`src/rtl/proc_pkg.sv`:
```
// rtl/proc_pkg.sv - shared types and instruction-field constants for the sequencer and processor
package proc_pkg;

  typedef enum logic [2:0] {
    S_IDLE,
    S_ISSUE,
    S_WAIT,
    S_HALT,
    S_ERROR
  } seq_state_t;

  localparam logic [1:0] OP_MV   = 2'b00;
  localparam logic [1:0] OP_ADD  = 2'b01;
  localparam logic [1:0] OP_SUB  = 2'b10;
  localparam logic [1:0] OP_MULT = 2'b11;

  // Instruction layout: II[15:14] opcode, M[13] immediate select, rX[12], rY[0] or imm[11:0]
  localparam int II_HI  = 15;
  localparam int II_LO  = 14;
  localparam int M_BIT  = 13;
  localparam int RX_BIT = 12;
  localparam int RY_BIT = 0;
  localparam int IMM_HI = 11;
  localparam int IMM_LO = 0;

endpackage

```
`src/rtl/prog_mem.sv`:
```
// rtl/prog_mem.sv - program memory, one write port and one asynchronous read port, no reset
module prog_mem #(
  parameter int ADDR_W  = 4,
  parameter int INSTR_W = 16
) (
  input  logic               clk,
  input  logic               we,
  input  logic [ADDR_W-1:0]  waddr,
  input  logic [INSTR_W-1:0] wdata,
  input  logic [ADDR_W-1:0]  raddr,
  output logic [INSTR_W-1:0] rdata
);

  logic [INSTR_W-1:0] mem [0:(2**ADDR_W)-1];

  always_ff @(posedge clk) begin
    if (we) mem[waddr] <= wdata;
  end

  assign rdata = mem[raddr];

endmodule

```
`src/rtl/instr_sequencer.sv`:
```
// rtl/instr_sequencer.sv - issues a stored program to the processor one instruction at a time
module instr_sequencer
  import proc_pkg::*;
#(
  parameter int ADDR_W  = 4,
  parameter int INSTR_W = 16,
  parameter int TIMEOUT = 8
) (
  input  logic               clk,
  input  logic               reset,
  input  logic               start,
  input  logic               abort,
  input  logic [ADDR_W:0]    prog_len,
  input  logic               prog_we,
  input  logic [ADDR_W-1:0]  prog_waddr,
  input  logic [INSTR_W-1:0] prog_wdata,
  input  logic               done_in,
  output logic [INSTR_W-1:0] instr,
  output logic               run,
  output logic [ADDR_W-1:0]  pc,
  output logic [ADDR_W:0]    retired,
  output logic               busy,
  output logic               halted,
  output logic               err
);

  localparam int WD_W = $clog2(TIMEOUT + 1);

  seq_state_t         state;
  logic [ADDR_W:0]    len;
  logic [WD_W-1:0]    wd;
  logic               idle_like;
  logic [ADDR_W-1:0]  raddr;
  logic [INSTR_W-1:0] rdata;

  assign idle_like = (state == S_IDLE) || (state == S_HALT) || (state == S_ERROR);
  // Outside WAIT the only fetch needed is address 0 for a start.
  assign raddr = (state == S_WAIT) ? pc + 1'b1 : '0;

  prog_mem #(
    .ADDR_W (ADDR_W),
    .INSTR_W(INSTR_W)
  ) u_mem (
    .clk  (clk),
    .we   (prog_we && idle_like),
    .waddr(prog_waddr),
    .wdata(prog_wdata),
    .raddr(raddr),
    .rdata(rdata)
  );

  always_ff @(posedge clk) begin
    if (reset) begin
      state   <= S_IDLE;
      instr   <= '0;
      run     <= 1'b0;
      pc      <= '0;
      retired <= '0;
      busy    <= 1'b0;
      halted  <= 1'b0;
      err     <= 1'b0;
      len     <= '0;
      wd      <= '0;
    end else if (abort) begin
      state  <= S_IDLE;
      run    <= 1'b0;
      busy   <= 1'b0;
      halted <= 1'b0;
      err    <= 1'b0;
    end else begin
      case (state)
        S_IDLE, S_HALT, S_ERROR: begin
          if (start) begin
            pc      <= '0;
            retired <= '0;
            len     <= prog_len;
            err     <= 1'b0;
            if (prog_len != '0) begin
              state  <= S_ISSUE;
              instr  <= rdata;
              run    <= 1'b1;
              busy   <= 1'b1;
              halted <= 1'b0;
            end else begin
              state  <= S_HALT;
              halted <= 1'b1;
            end
          end
        end
        S_ISSUE: begin
          state <= S_WAIT;
          run   <= 1'b0;
          wd    <= '0;
        end
        S_WAIT: begin
          if (done_in) begin
            retired <= retired + 1'b1;
            if ({1'b0, pc} == len - 1'b1) begin
              state  <= S_HALT;
              busy   <= 1'b0;
              halted <= 1'b1;
            end else begin
              state <= S_ISSUE;
              pc    <= pc + 1'b1;
              instr <= rdata;
              run   <= 1'b1;
            end
          end else if (wd == WD_W'(TIMEOUT - 1)) begin
            state <= S_ERROR;
            busy  <= 1'b0;
            err   <= 1'b1;
          end else begin
            wd <= wd + 1'b1;
          end
        end
        default: begin
          state <= S_IDLE;
          run   <= 1'b0;
          busy  <= 1'b0;
        end
      endcase
    end
  end

endmodule

```
`config.mk`:
```
export PLATFORM = sky130hd
export DESIGN_NAME = instr_sequencer
export DESIGN_NICKNAME = d
export VERILOG_FILES = /design/src/rtl/proc_pkg.sv /design/src/rtl/prog_mem.sv /design/src/rtl/instr_sequencer.sv
export SDC_FILE = /design/constraint.sdc
export NUM_CORES = 1
export LEC_CHECK = 0
export CELL_PAD_IN_SITES_DETAIL_PLACEMENT = 1
export CELL_PAD_IN_SITES_GLOBAL_PLACEMENT = 2
export CORE_ASPECT_RATIO = 2
export CORE_UTILIZATION = 51
export CTS_BUF_LIST = sky130_fd_sc_hd__clkbuf_4 sky130_fd_sc_hd__clkbuf_8
export DETAILED_ROUTE_END_ITERATION = 16
export PLACE_DENSITY_LB_ADDON = 0.1
export RECOVER_POWER = 50
export SETUP_SLACK_MARGIN = 0.15
export SYNTH_ARGS = -nofsm -noshare
export SYNTH_HDL_FRONTEND = slang
export SYNTH_HIERARCHICAL = 1
export SYNTH_SLANG_ARGS = --single-unit
```
`constraint.sdc`:
```
create_clock -name clk -period 7.75 [get_ports clk]
set_clock_uncertainty 0.2 [all_clocks]
set_input_delay 0.775 -clock clk [delete_from_list [all_inputs] [get_ports clk]]
set_output_delay 0.775 -clock clk [all_outputs]
set_load 0.01 [all_outputs]
```
Yosys cells after proc, flatten, opt, wreduce, memory -nomap -nowiden
Memory sizes are Yosys's and may differ from the RTL's.
Cells that the tools add are included.
{ "totals": {"regBits": 41, "ram_bits": 256, "in_bits": 31, "output_inout_bits": 29, "word_cells": 94, "memories": 1} }
{ "op_classes": {"addsub": 4, "n_eq_ne": 16, "n_mux": 42, "bitwise": 2, "reduce_logical": 19} }
{ "memory_table": {"columns": ["memory", "depth", "width", "rd", "rd_clocked_by_memory_dff", "wr", "line_no", "source"], "rows": [
  ["u_mem.mem", 16, 16, 1, 0, 1, "prog_mem.sv:14", "logic [INSTR_W-1:0] mem [0:(2**ADDR_W)-1];"]
]} }
{ "ops": {"columns": ["cell", "n"], "rows": [
  ["two-way mux 16 bit", 4],
  ["one-hot mux 16 bit (2 select lines)", 1],
  ["two-way mux 4 bit", 6],
  ["AND reduction 4 bit", 5],
  ["two-way mux 1 bit", 16],
  ["one-hot mux 4 bit (2 select lines)", 2],
  ["!= test 2 bit (second input constant)", 6],
  ["two-way mux 5 bit", 2],
  ["one-hot mux 5 bit (2 select lines)", 1],
  ["AND reduction 5 bit", 2],
  ["two-way mux 3 bit", 3],
  ["one-hot mux 3 bit (3 select lines)", 1],
  ["adder 4 x 1 -> 4 bit (second input constant)", 2],
  ["== test 3 x 2 -> 1 bit (second input constant)", 2],
  ["!= test 3 x 2 -> 1 bit (second input constant)", 2],
  ["one-hot mux 1 bit (2 select lines)", 3],
  ["AND reduction 6 bit", 1],
  ["adder 5 x 1 -> 5 bit (second input constant)", 1],
  ["== test 4 x 5 -> 1 bit", 1],
  ["nonzero test 5 bit", 1],
  ["subtractor 5 x 1 -> 5 bit (second input constant)", 1],
  ["== test 4 x 3 -> 1 bit (second input constant)", 1],
  ["two-way mux 2 bit", 2],
  ["!= test 2 x 1 -> 1 bit (second input constant)", 2],
  ["12 further kinds", 15]
]} }

Depth between registers and ports, before layout
{ "logic_depth": {"word_depth": 6, "mapped_depth": 11, "mapped_depth_nobuf": 8} }

Hierarchy
Netlist, hierarchy kept.
{ "by_module_without_submodules": {"columns": ["mod", "instances", "cells_each", "area_each_um2", "seq_area_each_um2"], "rows": [
  ["prog_mem", 1, 416, 9721.8, 7687.4],
  ["instr_sequencer", 1, 241, 2127.0, 820.8]
]} }

Worst setup path before layout
Ideal clock, no wire load.
{ "synth_path": {"path_type": "register to register", "start": "reg state[0]", "end": "mem u_mem.mem[0][0] (enable)", "setup_time_ns": 0.409, "t_arrival_ns": 2.755, "required_ns": 7.141, "path_slack_ns": 4.386, "path_stages_with_launch": 7, "n_path_buf": 1, "synth_period_minus_slack_ns": 3.364, "cell_sequence": "dfxtp_1 > buf_2 > or2_2 > nand2_1 > and2_1 > or3b_2 > nor3_1"} }
{ "synth_via": {"elab_chain_len": 6, "elab_cells_between_ends": 8, "cone_classes": "eq/ne (2); mux (2); reduce/logical (4)"} }
{ "synth_lines": {"columns": ["element", "line_no", "source"], "rows": [
  ["start, declared", "instr_sequencer.sv:29", "seq_state_t state;"],
  ["start signal, assigned", "instr_sequencer.sv:54", "state <= S_IDLE;"],
  ["start signal, assigned", "instr_sequencer.sv:65", "state <= S_IDLE;"],
  ["start signal, assigned", "instr_sequencer.sv:79", "state <= S_ISSUE;"],
  ["== test 3 x 2 -> 1 bit / zero test 3 bit (equally long branches)", "instr_sequencer.sv:36", "assign idle_like = (state == S_IDLE) || (state == S_HALT) || (state == S_ERROR);"],
  ["logical OR 1 bit", "instr_sequencer.sv:36", null],
  ["logical OR 1 bit *", "instr_sequencer.sv:36", null],
  ["logical AND 1 bit *", "instr_sequencer.sv:45", ".we (prog_we && idle_like),"],
  ["two-way mux 1 bit *", "prog_mem.sv:17", "if (we) mem[waddr] <= wdata;"],
  ["two-way mux 1 bit (not written as such) *", "prog_mem.sv:17", null],
  ["end, declared", "prog_mem.sv:14", null]
]} }
Mark *: on every way between the ends. The rest lies on a longest branch, timed or not.

Final worst setup path
{ "layout_path": {"start": "reg state[1]", "end": "reg instr[10]"} }
{ "layout_via": {"elab_chain_len": 6, "elab_cells_between_ends": 18, "cone_classes": "eq/ne (7); mux (6); reduce/logical (4); memory (1)"} }
{ "layout_lines": {"columns": ["element", "line_no", "source"], "rows": [
  ["== test 3 x 2 -> 1 bit *", "instr_sequencer.sv:38", "assign raddr = (state == S_WAIT) ? pc + 1'b1 : '0;"],
  ["two-way mux 4 bit *", "instr_sequencer.sv:38", null],
  ["via raddr[0]", "instr_sequencer.sv:33", "logic [ADDR_W-1:0] raddr;"],
  ["memory (16 x 16 bit) *", null, null],
  ["via rdata[10]", "instr_sequencer.sv:34", "logic [INSTR_W-1:0] rdata;"],
  ["two-way mux 16 bit, on equally long branches", "instr_sequencer.sv:98, instr_sequencer.sv:78", null],
  ["two-way mux 16 bit, on equally long branches", "instr_sequencer.sv:96, instr_sequencer.sv:73", null],
  ["one-hot mux 16 bit (2 select lines) *", "instr_sequencer.sv:71", "case (state)"],
  ["end signal, assigned", "instr_sequencer.sv:80", "instr <= rdata;"],
  ["end signal, assigned", "instr_sequencer.sv:105", "instr <= rdata;"],
  ["end, declared", "instr_sequencer.sv:18", "output logic [INSTR_W-1:0] instr,"]
]} }
Mark *: on every way through the listed nets, which the timed path passes. The rest lies on a longest branch. The select of a mux whose other input is x is not followed.
A chain may end at the register's enable or synchronous reset.

==> impl_metrics.ini <==
[die]
coreArea_um2 = 22700
die_w_um = 110
initial_utilization_pct = 52.1
dieHeight_um = 218
die_area_um2 = 23900
io_pins = 60
rows = 78

[global_route]
grt_max_degree = 66
grt_pass1_vias = 6960
antenna_found_initial = 1
track_usage_pct = 25.0
grt_overflow = 0
grt_pass1_wl_um = 41500

[critical_path]
critPathLaunchType = register
worst-path-buf-inv = 1
critical_path_class = register to register
slowest_delay_ns = 0.84
arrival_ns = 4.26
cp-end-kind = register
critPathRequiredTime_ns = 7.97
cp_cell_sequence = and2b_1, or2b_1, nor2_4, buf_4, mux4_1, a22oi_1, nand2_1, nand2b_1, mux2i_1
cp_top_family = simple AND/OR/NAND/NOR gates
worst-path-max-fanout = 48
crit_path_top_delay_cell = buf_4

[cts]
cts_resized = 0
clockRootBuffer = clkbuf_8
cts.sinks = 297
htreeDepth = 2
cts_hold_buffers = 0
cts_setup_buffers = 0
cts_buffer_depth = 3
clk_latency_ns = 0.55
path_clk_slew_ns = 0.07
numCtsBuffers = 42
cts_tree = done

[place]
gp_congestion = 0.747
place_inst = 987
portBuffers = 59
hpwl_um = 17100

[timing]
finalCriticalPeriod_ns = 4.04
max_slew_margin_pct = -34.8
finalSetupViolations = 0
maxSlewViolCount = 49
fin_setup_tns_ns = 0
timing.final.crit_share_pct = 52.1
max_slew.worst_pin.slew_ns = 2.02
rsz0062_at_grt = no
max_freq_mhz = 248
hold_viol = 0

[worst_hold_path]
min_path_type = register to register

[finish]
nets = 786
utilization_pct = 60.1
num-fill-cells = 2015
drive_gt1_share_pct = 20.6
areaGrowthSynthToFinish_pct = 15.4
final_cells = 1066

[synth]
yosys-top-cells-count = 256 x edfxtp_1, 54 x mux4_2, 41 x dfxtp_1
synthArstFlopShare_pct = 0
synth_top_area_cell = edfxtp_1
yosysMostFrequentCell = edfxtp_1
ys_ff_latch = 297
yosysWarnings = 6
synth_top_cell_area_share_pct = 64.9
synth_edf_count = 256
synth_ff_type = edfxtp_1
syn-mean-instance-area_um2 = 18.0
synth_nets = 692
synthTopCellsByArea = edfxtp_1 65%, mux4_2 10%, dfxtp_1 6.9%, mux4_1 2.2%, a22oi_1 2.0%
synth.cell_area_um2 = 11800
ys_seq_area_share_pct = 71.8
syn_inst = 657
synth_cell_types = 56

[drt]
ant_nets = 0
route.vias.total = 6461
totalWireLength_um = 28500
drcViolationCount = 0
first_iter_violations = 574
via_per_inst = 6.06
first_pass_iters = 5
wire_per_inst_um = 26.7

[job]
cap_viol_max_count = 1

[power_and_ir_drop]
cellLeakagePower_uw = 0.00439
ir_drop_mv = 0.181
power_density_nw_per_um2 = 230

[status]
violations = max-capacitance violations, max-slew violations
status = finished, violations left
[final timing paths]
kind	startpoint	end	slack, ns	cells after the start
max	state[1]	instr[10]	3.71	9
max reg2reg	state[1]	instr[10]	3.71	9
min	instr[1]	instr[1]	0.28	2
min reg2reg	instr[1]	instr[1]	0.28	2
[per-stage QoR]
step,hold slack (ns),cell area [um^2],setup slack (ns),power (uW)
2_1_floorplan,0.252,11800,4.39,1880
3_3_place_gp,0.266,12800,3.69,1950
3_5_place_dp,0.268,12800,3.67,1960
4_1_cts,0.284,13700,3.66,3180
5_1_grt,0.302,13700,3.38,3230
6_report,0.280,13700,3.71,3140
[sequential cells by signal (all words and copies together), names as in the netlist]
| register | cells |
|---|---|
| state | 3 |
| run | 1 |
| halted | 1 |
| busy | 1 |
| retired | 5 |
| wd | 4 |
| u_mem/mem | 256 |
| pc | 4 |
| instr | 16 |
| err | 1 |
| len | 5 |
[cell families (layout without fill, tap and decap cells)]
logic type	Yosys count	after routing	share of synthesized area, %
AO/OA/AOI/OAI	87	87	5.09
XOR/XNOR	11	11	0.813
adder cells (fa/ha/maj)	4	4	0.422
buffers and inverters	35	163	1.66
flip-flops	297	297	71.8
multiplexers	81	81	13.9
other	0	1	0
AND/OR/NAND/NOR	142	142	6.28
[routing by layer]
layer	share of wire, %	up-vias	global-route usage, %
met2	54	195	44.1
met5	0	-	0
met4	4.0	0	11.9
met1	37	3359	29.5
li1	-	2837	-
met3	4.9	70	3.71
[cell type report]
class | instances | area, um^2 | share of cell area, %
Sequential cell | 297 | 8510 | 62.2
Tap cell | 280 | 350 | 2.56
Antenna cell | 1 | 2.50 | 0.0183
Multi-Input combinational cell | 325 | 3180 | 23.2
Inverter | 3 | 11.3 | 0.0824
Clock inverter | 19 | 109 | 0.796
Clock buffer | 59 | 731 | 5.35
Timing Repair Buffer | 82 | 779 | 5.70
[worst reg2reg max path: cells and delay by family (launching register included)]
family	cells	cell delay, ns
and+or+nand+nor	5	1.42
buffers and inverters	1	0.84
muxes	2	0.79
DFF	1	0.47
AOI/OAI and AO/OA	1	0.20
[cell usage in the layout (no fill, tap or decap), types with 13 or more instances in the layout]
master,instances
o21ai_0,15
clkbuf_8,46
buf_4,21
clkdlybuf4s50_1,25
nor2_1,29
dfxtp_1,41
mux2i_1,16
mux4_2,54
edfxtp_1,256
clkbuf_4,13
a22oi_1,32
a21oi_1,20
nand2b_1,35
dlygate4sd3_1,34
nand2_1,30
[power by group]
part / internal (uW) / total, uW / leakage, uW / switching [uW]
Clock: 645 / 1220 / 0.000454 / 570
Combinational: 65.3 / 153 / 0.00130 / 87.6
Sequential: 1760 / 1770 / 0.00264 / 11.6
(Power assumes the default switching activity.)
